[config.mk]
export PLATFORM = sky130hd
export DESIGN_NAME = imem_loader_flat
export DESIGN_NICKNAME = d
export VERILOG_FILES = /design/src/rtl/imem_loader_pkg.sv /design/src/rtl/imem_loader_if.sv /design/src/rtl/imem_byte_packer.sv /design/src/rtl/imem_loader.sv /design/src/flat_wrapper.sv
export SDC_FILE = /design/constraint.sdc
export NUM_CORES = 1
export LEC_CHECK = 0
export ABC_AREA = 1
export CORE_MARGIN = 3
export CORE_UTILIZATION = 45
export DETAILED_ROUTE_END_ITERATION = 7
export HOLD_SLACK_MARGIN = 0.03
export PLACE_DENSITY = 0.78
export SLEW_MARGIN = 20
export SYNTH_ARGS = -nofsm -noshare
export SYNTH_HDL_FRONTEND = slang
export SYNTH_SLANG_ARGS = --single-unit
[constraint.sdc]
create_clock -name clk -period 2.35 [get_ports clk]
set_clock_uncertainty 0.1 [all_clocks]
set_input_delay 0.705 -clock clk [delete_from_list [all_inputs] [get_ports clk]]
set_output_delay 0.705 -clock clk [all_outputs]
set_load 0.01 [all_outputs]
[src/rtl/imem_loader_pkg.sv]
// Shared types and widths for the instruction-memory program loader.
// Also holds the state-to-output decode used for the loader's registered outputs.
package imem_loader_pkg;

  localparam int LEN_W  = 16;
  localparam int BYTE_W = 8;
  localparam int WORD_W = 32;

  typedef enum logic [2:0] {
    IDLE,
    LEN_HI,
    LEN_LO,
    DATA,
    CHK,
    DONE,
    ERR
  } state_t;

  typedef struct packed {
    logic byte_ready;
    logic cpu_rst;
    logic done;
    logic err;
  } ctl_t;

  // Output levels are pure functions of the state being entered.
  function automatic ctl_t ctl_of(state_t s);
    ctl_t c;
    c.byte_ready = (s == LEN_HI) || (s == LEN_LO) || (s == DATA) || (s == CHK);
    c.cpu_rst    = (s != DONE);
    c.done       = (s == DONE);
    c.err        = (s == ERR);
    return c;
  endfunction

endpackage

[src/rtl/imem_loader_if.sv]
// Byte-serial valid/ready stream feeding the program loader.
interface imem_loader_if;
  import imem_loader_pkg::*;

  logic              byte_valid;
  logic [BYTE_W-1:0] byte_data;
  logic              byte_ready;

  modport master (output byte_valid, output byte_data, input byte_ready);
  modport slave  (input byte_valid, input byte_data, output byte_ready);

endinterface

[src/rtl/imem_byte_packer.sv]
// Big-endian 4-byte packer: first byte shifted in lands in word[31:24].
// word_valid pulses for one cycle after the edge that shifts in the 4th byte.
module imem_byte_packer
  import imem_loader_pkg::*;
(
  input  logic              clk,
  input  logic              rst,
  input  logic              clr,
  input  logic              shift_en,
  input  logic [BYTE_W-1:0] byte_in,
  output logic              word_last,
  output logic              word_valid,
  output logic [WORD_W-1:0] word
);

  logic [1:0] cnt;

  // High when the next shifted byte completes a word.
  assign word_last = (cnt == 2'd3);

  always_ff @(posedge clk) begin
    if (rst || clr) begin
      cnt        <= 2'd0;
      word       <= '0;
      word_valid <= 1'b0;
    end else begin
      word_valid <= shift_en && word_last;
      if (shift_en) begin
        word <= {word[WORD_W-BYTE_W-1:0], byte_in};
        cnt  <= cnt + 2'd1;
      end
    end
  end

endmodule

[src/rtl/imem_loader.sv]
// Framed program loader: length, big-endian words and XOR checksum in, instruction
// memory writes out; holds the core in reset until a verified image is in place.
module imem_loader
  import imem_loader_pkg::*;
#(
  parameter logic [31:0] BASE_ADDR = 32'h0000_0000,
  parameter int          MAX_WORDS = 256
)
(
  input  logic              clk,
  input  logic              rst,
  input  logic              start,
  imem_loader_if.slave      bs,
  output logic              imem_wr_en,
  output logic [31:0]       imem_wr_addr,
  output logic [WORD_W-1:0] imem_wr_data,
  output logic              cpu_rst,
  output logic              done,
  output logic              err
);

  localparam logic [31:0] MAX_W32 = 32'(MAX_WORDS);

  state_t            state;
  ctl_t              ctl;
  logic [LEN_W-1:0]  len_q;
  logic [LEN_W-1:0]  word_idx;
  logic [BYTE_W-1:0] xor_q;
  logic [LEN_W-1:0]  len_new;
  logic              xfer;
  logic              launch;
  logic              shift_en;
  logic              word_last;

  assign xfer     = bs.byte_valid && ctl.byte_ready;
  assign launch   = start && ((state == IDLE) || (state == DONE) || (state == ERR));
  assign shift_en = xfer && (state == DATA);
  assign len_new  = {len_q[15:8], bs.byte_data};

  imem_byte_packer u_packer (
    .clk        (clk),
    .rst        (rst),
    .clr        (launch),
    .shift_en   (shift_en),
    .byte_in    (bs.byte_data),
    .word_last  (word_last),
    .word_valid (imem_wr_en),
    .word       (imem_wr_data)
  );

  always_ff @(posedge clk) begin
    if (rst) begin
      state        <= IDLE;
      ctl          <= ctl_of(IDLE);
      len_q        <= '0;
      word_idx     <= '0;
      xor_q        <= '0;
      imem_wr_addr <= BASE_ADDR;
    end else if (launch) begin
      state    <= LEN_HI;
      ctl      <= ctl_of(LEN_HI);
      word_idx <= '0;
      xor_q    <= '0;
    end else if (xfer) begin
      // The check byte itself is not folded into the running XOR.
      if (state != CHK) xor_q <= xor_q ^ bs.byte_data;
      case (state)
        LEN_HI: begin
          len_q[15:8] <= bs.byte_data;
          state       <= LEN_LO;
          ctl         <= ctl_of(LEN_LO);
        end
        LEN_LO: begin
          len_q[7:0] <= bs.byte_data;
          if ({16'd0, len_new} > MAX_W32) begin
            state <= ERR;
            ctl   <= ctl_of(ERR);
          end else if (len_new == '0) begin
            state <= CHK;
            ctl   <= ctl_of(CHK);
          end else begin
            state <= DATA;
            ctl   <= ctl_of(DATA);
          end
        end
        DATA: begin
          if (word_last) begin
            imem_wr_addr <= BASE_ADDR + {14'd0, word_idx, 2'b00};
            word_idx     <= word_idx + 16'd1;
            if ((word_idx + 16'd1) == len_q) begin
              state <= CHK;
              ctl   <= ctl_of(CHK);
            end
          end
        end
        CHK: begin
          if (bs.byte_data == xor_q) begin
            state <= DONE;
            ctl   <= ctl_of(DONE);
          end else begin
            state <= ERR;
            ctl   <= ctl_of(ERR);
          end
        end
        default: ;
      endcase
    end
  end

  assign bs.byte_ready = ctl.byte_ready;
  assign cpu_rst       = ctl.cpu_rst;
  assign done          = ctl.done;
  assign err           = ctl.err;

endmodule

[src/flat_wrapper.sv]
// flat-port wrapper written by rule: the top's interface ports become plain ports
module imem_loader_flat import imem_loader_pkg::*;
#(
  parameter logic [31:0] BASE_ADDR = 32'h0000_0000,
  parameter int          MAX_WORDS = 256
)
  (clk, rst, start, imem_wr_en, imem_wr_addr, imem_wr_data, cpu_rst, done, err, bs_byte_valid, bs_byte_data, bs_byte_ready);
  imem_loader_if bs_i ();
  input  logic clk;
  input  logic rst;
  input  logic start;
  output logic imem_wr_en;
  output logic [31:0] imem_wr_addr;
  output logic [WORD_W-1:0] imem_wr_data;
  output logic cpu_rst;
  output logic done;
  output logic err;
  input wire logic [$bits(bs_i.byte_valid)-1:0] bs_byte_valid;
  input wire logic [$bits(bs_i.byte_data)-1:0] bs_byte_data;
  output wire logic [$bits(bs_i.byte_ready)-1:0] bs_byte_ready;
  assign bs_i.byte_valid = bs_byte_valid;
  assign bs_i.byte_data = bs_byte_data;
  assign bs_byte_ready = bs_i.byte_ready;
  imem_loader #(.BASE_ADDR(BASE_ADDR), .MAX_WORDS(MAX_WORDS)) u_core (.clk(clk), .rst(rst), .start(start), .bs(bs_i), .imem_wr_en(imem_wr_en), .imem_wr_addr(imem_wr_addr), .imem_wr_data(imem_wr_data), .cpu_rst(cpu_rst), .done(done), .err(err));
endmodule
# Word level (Yosys, flattened, before mapping)
# Cells that the tools add are included.
# Widths: inputs -> output; s select.
totals:
  word_cells: 68
  mem_bits_ro: 0
  ram_bits: 0
  latchBits: 0
  output_inout_bits: 69
  n_memories: 0
  reg_bits: 98
classes:
  shift: 0
  bitwise: 2
  eq_ne: 14
  addsub: 2
  order_cmp: 1
  mul: 0
  div_mod_pow: 0
  n_reduce_logical: 20
  muxes: 15
ops:
  columns: ["operator", "n"]
  rows:
  - ["$mux 4", 5]
  - ["$add 16x1->16 const B", 1]
  - ["$eq 16x16->1", 1]
  - ["$gt 16x9->1 const B", 1]
  - ["$logic_not 16->1", 1]
  - ["$pmux 4 s4", 1]
  - ["$mux 3", 5]
  - ["$pmux 3 s4", 1]
  - ["$reduce_and 4->1", 3]
  - ["$eq 3x3->1 const B", 3]
  - ["$ne 3x3->1 const B", 3]
  - ["$reduce_and 3->1", 3]
  - ["$eq 8x8->1", 1]
  - ["$xor 8x8->8", 1]
  - ["$eq 3x2->1 const B", 2]
  - ["$reduce_bool 5->1", 1]
  - ["$logic_and 1x1->1", 4]
  - ["$ne 2x2->1 const B", 2]
  - ["$reduce_bool 4->1", 1]
  - ["$eq 3x1->1 const B", 1]
  - ["$logic_not 3->1", 1]
  - ["$logic_or 1x1->1", 3]
  - ["$add 2x1->2 const B", 1]
  - ["$eq 2x2->1 const B", 1]
  - ["other kinds (6)", 7]

# Depth between registers and ports, before layout
# Gate-level depths: netlist of the first run.
logic_depth:
  word_depth: 7
  mapped_depth: 16
  mapped_depth_nobuf: 16

# Modules after synthesis
# A second synthesis of the first run with hierarchy kept.
hier_totals:
  cells_unflattened: 722
  hier_area_um2: 4844.6
by_module_without_submodules:
  columns: ["mod", "instances", "seq_area_each_um2", "cells_per_inst", "area_per_inst_um2"]
  rows:
  - ["imem_loader", 1, 1261.2, 503, 3382.0]
  - ["imem_byte_packer", 1, 700.7, 219, 1462.7]

# Worst setup path before layout of the first run
# Ideal clock, no wire load.
synth_path:
  path_kind: "reg-to-reg"
  startpoint: "register u_core.word_idx[0]"
  endpoint: "register u_core.ctl (netlist bit u_core.cpu_rst)"
  n_path_buf: 0
  required_ns: 2.127
  path_stages_with_launch: 16
  t_arrival_ns: 1.779
  path_slack_ns: 0.348
  path_cell_list: "dfxtp_1 ha_1 nand2_1 nor2_4 nand2_2 nand2_2 and2_4 nor2_1 nor2_1 nand2_1 nor2_2 nand3_2 nand2_4 nand2_2 o21ai_1 nand2_1"
synth_via:
  elab_chain_len: 4
synth_rtl:
  columns: ["element", "line", "text"]
  rows:
  - ["start, declared", "imem_loader.sv:27", "logic [LEN_W-1:0] word_idx;"]
  - ["start signal, assigned", "imem_loader.sv:89", "word_idx <= word_idx + 16'd1;"]
  - ["$add 16x1->16", "imem_loader.sv:90", "if ((word_idx + 16'd1) == len_q) begin"]
  - ["$eq 16x16->1", "imem_loader.sv:90", null]
  - ["$ne 2x2->1 (no line)", null, null]
  - ["$reduce_and 4->1 (no line)", null, null]
  - ["end signal, assigned", "imem_loader.sv:92", "ctl <= ctl_of(CHK);"]
  - ["end signal, assigned", "imem_loader.sv:99", "ctl <= ctl_of(DONE);"]
  - ["end signal, assigned", "imem_loader.sv:102", "ctl <= ctl_of(ERR);"]
  - ["end, declared", "imem_loader.sv:25", "ctl_t ctl;"]
# Every way passes these cells.
# A chain may end at the register's enable or synchronous reset.

# Worst setup path after layout of the first run
layout_path:
  startpoint: "register u_core.word_idx[1]"
  endpoint: "register u_core.ctl (netlist bit u_core.cpu_rst)"
# Same word-level chain as after synthesis.

==> results_dict.tcl, run 1 <==
set metrics [dict create \
    grt_max_degree 45 \
    setup_violations 0 \
    reg2reg_slack_ns 0.15 \
    start_kind "flip-flop" \
    ir_worst_vdd_mv 0.353 \
    clkSlewWorstSetupHoldPaths_ns 0.11 \
    slew_violations 0 \
    drt_iter0_markers 207 \
    period_minus_slack_ns 2.20 \
    cp.required_ns 2.53 \
    min_path_cells 2 \
    min_from "u_core.u_packer.word[28]" \
    antenna_found_initial 0 \
    cp.arrival_ns 2.37 \
    grt_first_pass_wirelength_um 19300 \
    hold_path_class "flip-flop to flip-flop" \
    cp-end-kind "flip-flop" \
    cts_tree "built" \
    placedInstanceArea_mm2 0.00541 \
    antenna_cells 0 \
    die-area_mm2 0.0113 \
    portBuffers 64 \
    h-tree-depth 3 \
    vias_per_cell 5.10 \
    synth_top_family_by_area "simple AND/OR/NAND/NOR gates" \
    gp_congestion 0.876 \
    crit_path_start "u_core.word_idx[1]" \
    netlist_area_mm2 0.00451 \
    die_h_um 106 \
    core_area_mm2 0.00950 \
    synth-edff-count 0 \
    period_share_pct 93.4 \
    syn_area_per_cell_um2 7.19 \
    clkLatencyLatePin_ns 0.38 \
    cts-buffers-inserted 9 \
    grtUsageTotal_pct 20.8 \
    max_freq_ghz 0.455 \
    synth-xor-area-share_pct 3.35 \
    synth_compound_area_share_pct 16.4 \
    num_vias 4314 \
    grt_overflow_total 0 \
    synthSimpleGateAreaFrac_pct 25.9 \
    r2r_end "u_core.cpu_rst" \
    async_flop_share_pct 0 \
    synth_warnings 0 \
    fin_ws_ns 0.154 \
    totalWireLength_um 11600 \
    final_antenna_net_count 0 \
    ys_ff_latch 98 \
    drt-met1-wl_um 4900 \
    layout-drive-gt1-share_pct 13.0 \
    synth-adder-area-share_pct 0.554 \
    clock_sinks 98 \
    power.density_mw_per_mm2 545 \
    ys_seq_area_share_pct 43.5 \
    finalHoldViolCount 0 \
    r2r_cells 16 \
    area_growth_pct 26.9 \
    final_nets 726 \
    die_x_um 106 \
    crit_fanout 6 \
    wl_met3_um 803 \
    drcViolationCount 0 \
    pre_cts_slack_ns -0.133 \
    clockBufferDepth 2 \
    place_hpwl_um 8370 \
    cellLeakagePower_uw 0.00220 \
    synthMuxAreaShare_pct 0 \
    status "finished clean" \
    timing.rr.start "u_core.word_idx[1]" \
    design_area_mm2 0.00573 \
    synthCells 628 \
    max_cap_violations 0 \
    start_util_pct 47.5 \
    wl_met2_um 5690 \
    synthFlopType "dfxtp_1" \
    worstSetupPathType "flip-flop to flip-flop" \
    routed.top_layer "met4" \
    wl_per_cell_um 13.7 \
    hold_path_end "u_core.u_packer.word[28]" \
    first_pass_iters 6 \
    ctsHoldBuffers 0 \
    fillers 871 \
    grt_pass1_vias 4245 \
    rows 35 \
    synth_cell_type_count 34 \
    cts-root-buf "clkbuf_8" \
    io_pins 81 \
]
[worst max path at each step]
stage                       to  slack (ns)  cells past startpoint
6_report        u_core.cpu_rst        0.15                     16
5_1_grt         u_core.cpu_rst       -0.02                     16
4_1_cts        imem_wr_data[9]        0.17                      1
3_5_place_dp        u_core.err       -0.13                     12
3_3_place_gp   u_core.state[2]       -0.09                     11
2_1_floorplan   u_core.cpu_rst        0.35                     15
[where the power goes]
| group | total (uW) | switching, uW | internal (uW) |
|---|---|---|---|
| clock network | 1190 | 667 | 522 |
| registers | 1690 | 15.1 | 1680 |
| logic | 242 | 143 | 98.8 |
| total | 3120 | 826 | 2300 |
[flip-flops by register name (all words and copies together) (netlist names)]
signal,count
u_core.u_packer.cnt,2
u_core.u_packer.word,32
u_core.len_q,16
u_core.cpu_rst,1
u_core.u_packer.word_valid,1
u_core.done,1
u_core.err,1
u_core.xor_q,8
u_core.word_idx,16
u_core.bs.byte_ready,1
u_core.state,3
u_core.imem_wr_addr,16
[layout by cell type, fill, tap and decap left out, types with 11 or more instances in the layout]
cell             count
a21oi_1             82
buf_4               31
clkdlybuf4s50_1     64
conb_1              16
dfxtp_1             92
inv_1               57
nand2_1            155
nand3_1             32
nor2_1              33
o21ai_0             45
xor2_1              11
[Yosys cell counts, types with 7 or more instances]
library cell	n	area, um2
a21oi_1	82	410
buf_2	7	35.0
buf_4	17	128
clkbuf_1	16	60.1
dfxtp_1	98	1960
inv_1	57	214
nand2_1	159	597
nand3_1	34	170
nor2_1	35	131
nor2_2	7	43.8
nor3_1	7	35.0
o21ai_0	45	225
xor2_1	11	96.3
[logic make-up (layout without fill, tap and decap cells)]
logic type / Yosys count / in the layout
adders and majority gates: 2 / 2
xor gates and xnor gates: 14 / 14
and+or+nand+nor: 266 / 266
other: 1 / 16
buffers and inverters: 103 / 177
DFF: 98 / 98
AOI/OAI and AO/OA: 144 / 144
[worst max-delay path: stages (launching register included)]
cell and delay [ns]:
dfxtp_2 0.36, buf_4 0.15, nand2_1 0.09, nor2_4 0.12
nand2_2 0.09, nor2_4 0.16, inv_1 0.07, nand2_1 0.08
nand3_1 0.08, nand3_1 0.11, nor2_1 0.06, nand3_2 0.10
nand2_4 0.08, buf_4 0.16, buf_4 0.12, o21ai_1 0.11
nand2_1 0.06
[final cells by class]
type / count / area [um2] / share of cell area (%)
Clock buffer: 9 / 124 / 2.16
Clock inverter: 7 / 92.6 / 1.62
Inverter: 63 / 236 / 4.13
Multi-Input combinational cell: 442 / 2210 / 38.6
Sequential cell: 98 / 1970 / 34.4
Tap cell: 129 / 161 / 2.82
Timing Repair Buffer: 98 / 933 / 16.3
[metal layers]
metal  up-vias  global-route usage [%]
li1       2183                       -
met3        17                    6.56
met4         0                    8.14
met1      1986                    24.3
met2       128                    35.3
met5         -                       0
[through the flow]
| step | total power [uW] | utilization, % | cells | setup TNS [ns] | hold WS [ns] |
|---|---|---|---|---|---|
| 5_1_grt | 3230 | 60.3 | 846 | -0.0173 | 0.397 |
| 4_1_cts | 3130 | 59.2 | 842 | 0 | 0.376 |
| 2_1_floorplan | 1880 | - | 643 | 0 | 0.345 |
| 3_3_place_gp | 1960 | 57.0 | 826 | -0.264 | 0.349 |
| 6_report | 3120 | 60.3 | 846 | 0 | 0.371 |
| 3_5_place_dp | 1970 | 57.0 | 826 | -0.732 | 0.357 |
[what timing repair did]
item                       in CTS  in global routing
buffers inserted                0                  4
gates resized for setup         0                 23
setup endpoints to repair       0                  7
No activity file was read; power rests on OpenSTA's default activity.
==> run 2: changes to the inputs <==
--- a/config.mk
+++ b/config.mk
@@ -6,11 +6,13 @@
 export NUM_CORES = 1
 export LEC_CHECK = 0
 export ABC_AREA = 1
+export CELL_PAD_IN_SITES_DETAIL_PLACEMENT = 1
+export CELL_PAD_IN_SITES_GLOBAL_PLACEMENT = 2
 export CORE_MARGIN = 3
-export CORE_UTILIZATION = 45
+export CORE_UTILIZATION = 29
 export DETAILED_ROUTE_END_ITERATION = 7
 export HOLD_SLACK_MARGIN = 0.03
-export PLACE_DENSITY = 0.78
+export PLACE_DENSITY = 0.87
 export SLEW_MARGIN = 20
 export SYNTH_ARGS = -nofsm -noshare
 export SYNTH_HDL_FRONTEND = slang
==> results_dict.tcl, run 2 (synthesized netlist as in run 1, its figures left out) <==
set metrics [dict create \
    cts-root-buf "clkbuf_16" \
    timing.rr.start "u_core.word_idx[1]" \
    reg2reg_slack_ns 0.14 \
    grt_first_pass_wirelength_um 21800 \
    portBuffers 64 \
    core_area_mm2 0.0149 \
    antenna_found_initial 0 \
    slew_violations 0 \
    largest_register_ffs 32 \
    grt_max_degree 47 \
    final_antenna_net_count 0 \
    io_pins 81 \
    finalHoldViolCount 0 \
    cellLeakagePower_uw 0.00226 \
    busiest_layer "met2" \
    crit_fanout 6 \
    first_pass_iters 4 \
    grtUsageTotal_pct 16.0 \
    antenna_cells 0 \
    cp.arrival_ns 2.37 \
    p_seq_share_pct 49.8 \
    die_x_um 131 \
    use_met2_pct 27.6 \
    ctsHoldBuffers 0 \
    grtUsageMet1_pct 19.2 \
    gp_congestion 0.839 \
    switching_share_pct 25.2 \
    clockBufferDepth 2 \
    clkLatencyLatePin_ns 0.35 \
    clkSlewWorstSetupHoldPaths_ns 0.07 \
    vias_per_cell 4.78 \
    ir_worst_vdd_mv 0.465 \
    grt_overflow_total 0 \
    place_hpwl_um 9940 \
    drcViolationCount 0 \
    hold_path_class "flip-flop to flip-flop" \
    max_freq_ghz 0.451 \
    p_int_uw 2540 \
    layout-drive-gt1-share_pct 13.4 \
    num_vias 4341 \
    place_inst 885 \
    grt_pass1_vias 4391 \
    min_from "u_core.u_packer.word[31]" \
    p_sw_uw 856 \
    clock_sinks 98 \
    grtUsageMet3_pct 5.49 \
    power_frac_clock_pct 42.5 \
    r2r_end "u_core.cpu_rst" \
    min_path_cells 2 \
    pwr-share-comb_pct 7.6 \
    regMostFlops "u_core.u_packer.word" \
    rows 44 \
    r2r_cells 15 \
    h-tree-depth 3 \
    die_h_um 131 \
    setup_violations 0 \
    period_share_pct 94.4 \
    hold_path_end "u_core.u_packer.word[31]" \
    final_cells 909 \
    cts-buffers-inserted 9 \
    final_nets 734 \
    period_minus_slack_ns 2.22 \
    power.density_mw_per_mm2 573 \
    final_cell_mix "nand2_1, dfxtp_1, a21oi_1, clkdlybuf4s50_1, inv_1" \
    cp-end-kind "flip-flop" \
    cp.required_ns 2.50 \
    wl_per_cell_um 14.8 \
    worstSetupPathType "primary input to flip-flop" \
    die-area_mm2 0.0171 \
    drt_iter0_markers 186 \
    cts_tree "built" \
    tns_ns 0 \
    totalWireLength_um 13400 \
    area_growth_pct 31.2 \
    status "finished clean" \
    start_util_pct 30.4 \
    max_cap_violations 0 \
    layout_commonest_cell "nand2_1" \
    start_kind "primary input" \
]
==> run 2: layout make-up <==
type	instances	area [um2]
Inverter	63	236
Sequential cell	98	1970
Tap cell	184	230
Fill cell	1873	8940
Timing Repair Buffer	106	997
Clock buffer	10	239
Clock inverter	6	46.3
Multi-Input combinational cell	442	2210
==> run 2: what timing repair did <==
action	in CTS	in global routing
resized for setup	0	20
setup endpoints to repair	0	7
setup buffers	0	8
==> run 2: power by group through the flow <==
stage	logic (uW)	clock network [uW]	registers, uW
after floorplan	154	0	1730
after global placement	244	0	1730
after detailed placement	251	0	1730
after CTS	253	1500	1690
after global routing	289	1560	1690
final	260	1440	1690
==> run 2: how the worst max path moves through the flow <==
stage | slack, ns | to | start | depth (start not counted)
after floorplan | 0.35 | u_core.cpu_rst | u_core.word_idx[0] | 15
after global placement | -0.16 | u_core.state[2] | bs_byte_data[1] | 11
after detailed placement | -0.22 | u_core.state[0] | bs_byte_valid | 12
after CTS | 0.13 | u_core.state[0] | u_core.word_idx[1] | 14
after global routing | -0.03 | u_core.cpu_rst | u_core.word_idx[1] | 15
final | 0.13 | u_core.cpu_rst | bs_byte_valid | 13
==> run 2: metal layers <==
layer  part of all wire (%)  wire length [um]
met5                      0                 0
met3                    5.1               681
met2                     49              6620
met1                     45              5990
met4                   0.93               125
==> run 2: per-stage QoR <==
| step | cell area, um2 | utilization [%] | hold WS [ns] | total power, uW | setup WS, ns |
|---|---|---|---|---|---|
| finish | 5920 | 39.9 | 0.365 | 3400 | 0.131 |
| global route | 5920 | 39.9 | 0.394 | 3540 | -0.0271 |
| CTS | 5780 | 38.9 | 0.371 | 3440 | 0.128 |
| detailed placement | 5500 | 37.0 | 0.362 | 1980 | -0.222 |
| global placement | 5500 | 37.0 | 0.350 | 1970 | -0.156 |
| floorplan | 4570 | - | 0.345 | 1880 | 0.348 |
==> run 2: worst max-delay path, stage by stage <==
cell	delay, ns
clkdlybuf4s50_1	0.48
nand2_2	0.12
nor2_4	0.13
nand3_1	0.08
nor2_1	0.10
nand2_1	0.07
nor2_2	0.11
nand3_2	0.11
nand2_4	0.13
buf_4	0.15
nand2_2	0.06
o21ai_1	0.07
nand2_1	0.05
==> run 3: changes to the inputs <==
--- a/config.mk
+++ b/config.mk
@@ -13,7 +13,6 @@
 export DETAILED_ROUTE_END_ITERATION = 7
 export HOLD_SLACK_MARGIN = 0.03
 export PLACE_DENSITY = 0.87
-export SLEW_MARGIN = 20
 export SYNTH_ARGS = -nofsm -noshare
 export SYNTH_HDL_FRONTEND = slang
 export SYNTH_SLANG_ARGS = --single-unit
==> results of run 3 <==
Same layout as run 2: the final DEF is identical, and so are final timing and power.
